$ cat config.mk
export PLATFORM = sky130hd
export DESIGN_NAME = dht11_emulator
export DESIGN_NICKNAME = d
export VERILOG_FILES = /design/src/rtl/dht11_emulator.sv
export SDC_FILE = /design/constraint.sdc
export NUM_CORES = 1
export LEC_CHECK = 0
export BUFFER_PORTS_ARGS = -buffer_cell sky130_fd_sc_hd__buf_2
export CAP_MARGIN = 20
export CELL_PAD_IN_SITES_DETAIL_PLACEMENT = 1
export CELL_PAD_IN_SITES_GLOBAL_PLACEMENT = 2
export CORE_MARGIN = 2
export CORE_UTILIZATION = 40
export DETAILED_ROUTE_END_ITERATION = 12
export MAX_ROUTING_LAYER = met4
export PLACE_DENSITY_LB_ADDON = 0.1
export SKIP_LAST_GASP = 1
export SLEW_MARGIN = 20
export SYNTH_ARGS = -nofsm -noshare
export SYNTH_HDL_FRONTEND = slang
export SYNTH_SLANG_ARGS = --single-unit
$ cat constraint.sdc
create_clock -name clk -period 3.1 [get_ports clk]
set_input_delay 0.62 -clock clk [delete_from_list [all_inputs] [get_ports clk]]
set_output_delay 0.62 -clock clk [all_outputs]
set_load 0.01 [all_outputs]
$ cat src/rtl/dht11_emulator.sv
// DHT11 sensor emulator: waits for a host start pulse on the open-drain data
// line, then answers with acknowledge and a 40-bit frame built from latched
// humidity/temperature values (checksum optionally corrupted).
module dht11_emulator #(
  parameter int unsigned CLK_FREQ_HZ   = 100_000_000,
  parameter int unsigned START_MIN_US  = 18000,
  parameter int unsigned RESP_DELAY_US = 30
) (
  input  logic       clk,
  input  logic       rst_n,
  input  logic [7:0] humidity,
  input  logic [7:0] temperature,
  input  logic       corrupt_cksum,
  input  logic       data_in,
  output logic       data_oe,
  output logic       busy,
  output logic       frame_done
);

  localparam int unsigned DIV = CLK_FREQ_HZ / 1_000_000;
  localparam int unsigned PW  = (DIV > 1) ? $clog2(DIV) : 1;

  localparam logic [PW-1:0] PRESC_LAST  = PW'(DIV - 1);
  localparam logic [15:0]   START_LAST  = 16'(START_MIN_US - 1);
  localparam logic [15:0]   RESP_LAST   = 16'(RESP_DELAY_US - 1);
  localparam logic [15:0]   ACK_LAST    = 16'd79;
  localparam logic [15:0]   LOW50_LAST  = 16'd49;
  localparam logic [15:0]   ZERO_LAST   = 16'd25;
  localparam logic [15:0]   ONE_LAST    = 16'd69;

  localparam logic [2:0] S_IDLE       = 3'd0;
  localparam logic [2:0] S_HOST_LOW   = 3'd1;
  localparam logic [2:0] S_RESP_DELAY = 3'd2;
  localparam logic [2:0] S_ACK_LOW    = 3'd3;
  localparam logic [2:0] S_ACK_HIGH   = 3'd4;
  localparam logic [2:0] S_BIT_LOW    = 3'd5;
  localparam logic [2:0] S_BIT_HIGH   = 3'd6;
  localparam logic [2:0] S_END_LOW    = 3'd7;

  logic [2:0]    state_q, state_d;
  logic          syncMeta_q, syncLine_q;
  logic          oeHist1_q, oeHist2_q;
  logic [PW-1:0] presc_q;
  logic [15:0]   us_q;
  logic [39:0]   frame_q;
  logic [5:0]    bitIdx_q;
  logic          data_oe_q, busy_q, frame_done_q;

  logic          tick, lineLowRaw, lineLow, hostLongEnough;
  logic [15:0]   bitHighLast;
  logic [7:0]    cksum;
  logic          latchEn, shiftEn, finish;

  assign tick       = (presc_q == PRESC_LAST);
  assign lineLowRaw = ~syncLine_q;
  // Right after we stop pulling low, the synchronizer still holds our own
  // low for two samples; those must not be mistaken for a foreign low.
  assign lineLow    = lineLowRaw & ~(oeHist1_q | oeHist2_q);
  // The IDLE sample that detected the fall is itself one low clock, so a
  // pulse of exactly START_MIN_US completes when the last prescaler slot of
  // the final microsecond is reached.
  assign hostLongEnough = (us_q > START_LAST) || ((us_q == START_LAST) && tick);
  assign bitHighLast    = frame_q[39] ? ONE_LAST : ZERO_LAST;
  assign cksum          = (humidity + temperature) ^ {7'd0, corrupt_cksum};

  assign data_oe    = data_oe_q;
  assign busy       = busy_q;
  assign frame_done = frame_done_q;

  // Two-flop synchronizer for the shared line, idle level high.
  always_ff @(posedge clk or negedge rst_n) begin
    if (!rst_n) begin
      syncMeta_q <= 1'b1;
      syncLine_q <= 1'b1;
    end else begin
      syncMeta_q <= data_in;
      syncLine_q <= syncMeta_q;
    end
  end

  // Next-state logic: protocol phases, host start measurement and aborts.
  always_comb begin
    state_d = state_q;
    latchEn = 1'b0;
    shiftEn = 1'b0;
    finish  = 1'b0;
    case (state_q)
      S_IDLE: begin
        if (lineLow) state_d = S_HOST_LOW;
      end
      S_HOST_LOW: begin
        if (!lineLowRaw) begin
          if (hostLongEnough) begin
            state_d = S_RESP_DELAY;
            latchEn = 1'b1;
          end else begin
            state_d = S_IDLE;
          end
        end
      end
      S_RESP_DELAY: begin
        if (lineLow) state_d = S_HOST_LOW;
        else if (tick && (us_q == RESP_LAST)) state_d = S_ACK_LOW;
      end
      S_ACK_LOW: begin
        if (tick && (us_q == ACK_LAST)) state_d = S_ACK_HIGH;
      end
      S_ACK_HIGH: begin
        if (lineLow) state_d = S_HOST_LOW;
        else if (tick && (us_q == ACK_LAST)) state_d = S_BIT_LOW;
      end
      S_BIT_LOW: begin
        if (tick && (us_q == LOW50_LAST)) state_d = S_BIT_HIGH;
      end
      S_BIT_HIGH: begin
        if (lineLow) begin
          state_d = S_HOST_LOW;
        end else if (tick && (us_q == bitHighLast)) begin
          shiftEn = 1'b1;
          state_d = (bitIdx_q == 6'd39) ? S_END_LOW : S_BIT_LOW;
        end
      end
      S_END_LOW: begin
        if (tick && (us_q == LOW50_LAST)) begin
          state_d = S_IDLE;
          finish  = 1'b1;
        end
      end
      default: state_d = S_IDLE;
    endcase
  end

  // Microsecond prescaler and counter, both restarted on every state entry.
  always_ff @(posedge clk or negedge rst_n) begin
    if (!rst_n) begin
      presc_q <= '0;
      us_q    <= '0;
    end else if (state_d != state_q) begin
      presc_q <= '0;
      us_q    <= '0;
    end else if (tick) begin
      presc_q <= '0;
      if (us_q != 16'hFFFF) us_q <= us_q + 16'd1;
    end else begin
      presc_q <= presc_q + PW'(1);
    end
  end

  // Frame shift register: loaded when a start is accepted, shifted per bit.
  always_ff @(posedge clk or negedge rst_n) begin
    if (!rst_n) begin
      frame_q  <= '0;
      bitIdx_q <= '0;
    end else if (latchEn) begin
      frame_q  <= {humidity, 8'h00, temperature, 8'h00, cksum};
      bitIdx_q <= '0;
    end else if (shiftEn) begin
      frame_q  <= {frame_q[38:0], 1'b0};
      bitIdx_q <= bitIdx_q + 6'd1;
    end
  end

  // State register and registered outputs derived from the next state.
  always_ff @(posedge clk or negedge rst_n) begin
    if (!rst_n) begin
      state_q      <= S_IDLE;
      data_oe_q    <= 1'b0;
      busy_q       <= 1'b0;
      frame_done_q <= 1'b0;
      oeHist1_q    <= 1'b0;
      oeHist2_q    <= 1'b0;
    end else begin
      state_q      <= state_d;
      data_oe_q    <= (state_d == S_ACK_LOW) || (state_d == S_BIT_LOW) ||
                      (state_d == S_END_LOW);
      busy_q       <= ((state_d != S_IDLE) && (state_d != S_HOST_LOW)) || finish;
      frame_done_q <= finish;
      oeHist1_q    <= data_oe_q;
      oeHist2_q    <= oeHist1_q;
    end
  end

endmodule

==> flow_summary.toml <==
[critical_path]
crit-reg2reg-launch = "presc_q[0]$_DFF_PN0_"
critical_path_arrival_ns = 2.84
timing.critical_path.required_ns = 3.34
crit_path_start = "presc_q[0]$_DFF_PN0_"
critical_path_peak_fanout = 46
worst_r2r_endpoint = "frame_q[4]$_DFFE_PN0P_"
timing.critical_path.to = "frame_q[4]$_DFFE_PN0P_"
critical_path.endpoint_type = "register"
timing.reg2reg.worst_path_depth = 7
start_kind = "register"
setup.worst_path.class = "register to register"
r2r_slack_ns = 0.49

[logic_synthesis]
syn_nets = 452
synth_enable_flop_cells = 0
gate_count_after_technology_mapping = 420
synth_seq_cells = 79
dominant_combinational_cell_family_by_area_after_synthesis = "simple AND/OR/NAND/NOR gates"
synth.area.mux_share_pct = 0.951
warning_count_from_the_yosys_run = 0
synth_area_in_xor_xnor_pct = 6.45
netlist_area_before_placement_mm2 = 0.00421
postSynthAreaPerCell_um2 = 10.0
synth_compound_area_share_pct = 15.4
synth_cell_types = 70
share_of_synthesized_cell_area_in_full_adder_half_adder_and_majority_cells_pct = 3.74
fraction_of_synthesis_flops_using_an_asynchronous_set_or_reset_pin_pct = 100
synth.yosys.seq_area_share_pct = 47.0
synth_simple_gate_area_share_pct = 21.8
synth_top_flop_cell = "dfrtp_1"

[route]
drc = 0
total_detailed_routing_wirelength_um = 9310
via_count = 3153
dr.first_iter.drc_count = 111
number_of_detailed_routing_iterations_run_before_antenna_repair = 4
vias_per_cell = 5.44
antenna_violating_nets_post_route = 0
routedWlPerCell_um = 16.1

[timing]
unrepaired_setup_endpoints_after_global_routing = "false"
hold_slack_ns = 0.277
setup_slack_ns = 0.494
max_freq_ghz = 0.384
layout_min_cycle_time_ns = 2.61
final.setup_skew_ns = 0.00758
totalNegativeSetupSlack_ns = 0
setup_viol = 0
worstMarginPinSlew_ns = 0.818
max-slew-margin-rel_pct = 45.4
maxSlewViolCount = 0
fin_crit_sh_pct = 84.1
final-hold-violation-count = 0

[power_and_ir_drop]
net-switching-power_mw = 0.506
power.density_cell_area_mw_per_mm2 = 452
pwr-share-comb_pct = 7.7
ir_worst_vdd_mv = 0.200
power.share.clock_pct = 41.5
power.internal_mw = 1.59
seqPwrFrac_pct = 50.8
swShare_pct = 24.1
leakagePower_nw = 2.15

[clocking]
postCtsSetupRepairBufs = 0
maximum_count_of_clock_buffers_along_a_single_path = 2
cts-root-buf = "clkbuf_8"
post_cts_hold_buffer_count = 0
worst_setup_hold_path_clk_slew_ns = 0.08
tritoncts = "done"
number_of_clock_sinks = 79
cts_resized = 0
number_of_buffers_created_by_cts = 9
clkLatencyLatePin_ns = 0.36
htree_num_levels = 3

[die]
die-area_mm2 = 0.0114
fp.dieH_um = 107
core_mm2 = 0.0103
design.portCount = 23
die_width_um = 107
placement_rows = 37
floorplan.initialDensity_pct = 41.0

[run]
cap_viol_max_count = 0

[final_layout]
final_cell_mix = "dfrtp_1 (77), nand2_1 (59), nor2_1 (35)"
insertedDiodeCount = 0
areaGrowthSynthToFinish_pct = 10.2
drive_gt1_share_pct = 15.1
design.final.nets = 471
mostFrequentLayoutCell = "dfrtp_1"
final_area_mm2 = 0.00464

[placement]
place_worst_setup_slack_ns = 0.487
place.port_buffers = 22
dp_hpwl_um = 6440
gp_routability_congestion = 0.766
postPlaceCellArea_mm2 = 0.00440

[global_routing]
first_global_vias = 3379
grt_antenna_before_repair = 0
grt_max_degree = 80
track_usage_pct = 18.7
grt_overflow_total = 0
wire_length_of_the_first_global_routing_pass_um = 16400

[min_path]
worstHoldPathType = "primary input to async pin"

[status]
status = "complete, no violations"
[registers in the layout, summed over array words and instances (netlist names)]
signal,cells
frame_q,40
us_q,16
presc_q,7
bitIdx_q,6
state_q,3
busy,1
data_oe,1
frame_done,1
oeHist1_q,1
oeHist2_q,1
syncLine_q,1
syncMeta_q,1
[synth_stat cells, types with 2 or more instances]
master    number  area, um^2
buf_6          6        67.6
o21ai_0        3        15.0
nor3_1        15        75.1
o21ai_1        7        35.0
o41ai_1        2        17.5
clkbuf_1       4        15.0
nand3_1       16        80.1
inv_1          9        33.8
mux2i_1        4        40.0
o21a_1         2        15.0
nor4_1         6        37.5
a21oi_1       21         105
or2_4          2        17.5
a21o_1        15         113
a221o_1        4        40.0
dfstp_2        2        52.6
nor3b_1        2        15.0
dfrtp_1       77        1930
nand3b_1       2        15.0
nor2_1        35         131
and3_1         3        18.8
nor2b_1        4        25.0
buf_2          7        35.0
buf_4          4        30.0
nand4_1        7        43.8
a22o_1        14         123
a211oi_1       2        15.0
ha_1          11         138
nand2_1       59         221
xnor2_1       12         105
and2_1         3        18.8
or3_1          4        25.0
xor2_1        19         166
[per-layer routing]
layer  track usage [%]  part of all wire [%]  wire, um
met1              23.3                    48      4480
met5                 -                     0         0
met3              2.37                   1.6       148
met4              7.88                   1.9       177
met2              30.9                    48      4500
[kinds of logic after synthesis]
kind of cell,count (synthesis)
mux,4
xor+xnor,31
compound gates,87
buf+inv,31
simple gates,176
flops,79
fa+ha+maj,12
[worst min-delay path by stage]
stage / from / endpoint / slack [ns]
2_1_floorplan: rst_n / bitIdx_q[0]$_DFFE_PN0P_ / 0.32
3_3_place_gp: syncMeta_q$_DFF_PN1_ / syncLine_q$_DFF_PN1_ / 0.35
3_5_place_dp: syncMeta_q$_DFF_PN1_ / syncLine_q$_DFF_PN1_ / 0.35
4_1_cts: data_in / syncMeta_q$_DFF_PN1_ / 0.34
5_1_grt: data_in / syncMeta_q$_DFF_PN1_ / 0.33
6_report: rst_n / us_q[2]$_DFFE_PN0P_ / 0.28
[worst max-delay path: stages, from the launching register on]
cell and delay [ns]:
dfrtp_1 0.37, ha_1 0.21, and4bb_2 0.29, nand4_2 0.35, nor4_4 0.43, buf_12 0.28, nor2_2 0.21, a221o_1 0.34
[power groups by stage]
stage	sequential [mW]	clock [mW]	combinational (mW)
after CTS	1.06	0.905	0.167
after global placement	1.08	0	0.164
final	1.06	0.870	0.161
after global routing	1.07	0.947	0.187
after floorplan	1.08	0	0.110
after detailed placement	1.08	0	0.167
[cell type report]
cell class	instances	area, um^2
fillers	1185	5640
clock inverters	6	93.8
well taps	136	170
inverters	9	33.8
clock buffers	10	138
flip-flops and latches	79	1980
multi-input cells	310	2030
repair buffers	30	189
[stage by stage]
step	cells	total power, mW	util (%)
floorplan	420	1.19	-
global placement	564	1.25	42.8
detailed placement	564	1.25	42.8
CTS	580	2.14	45.1
global route	580	2.20	45.1
finish	580	2.10	45.1
(Power assumes the default switching activity.)
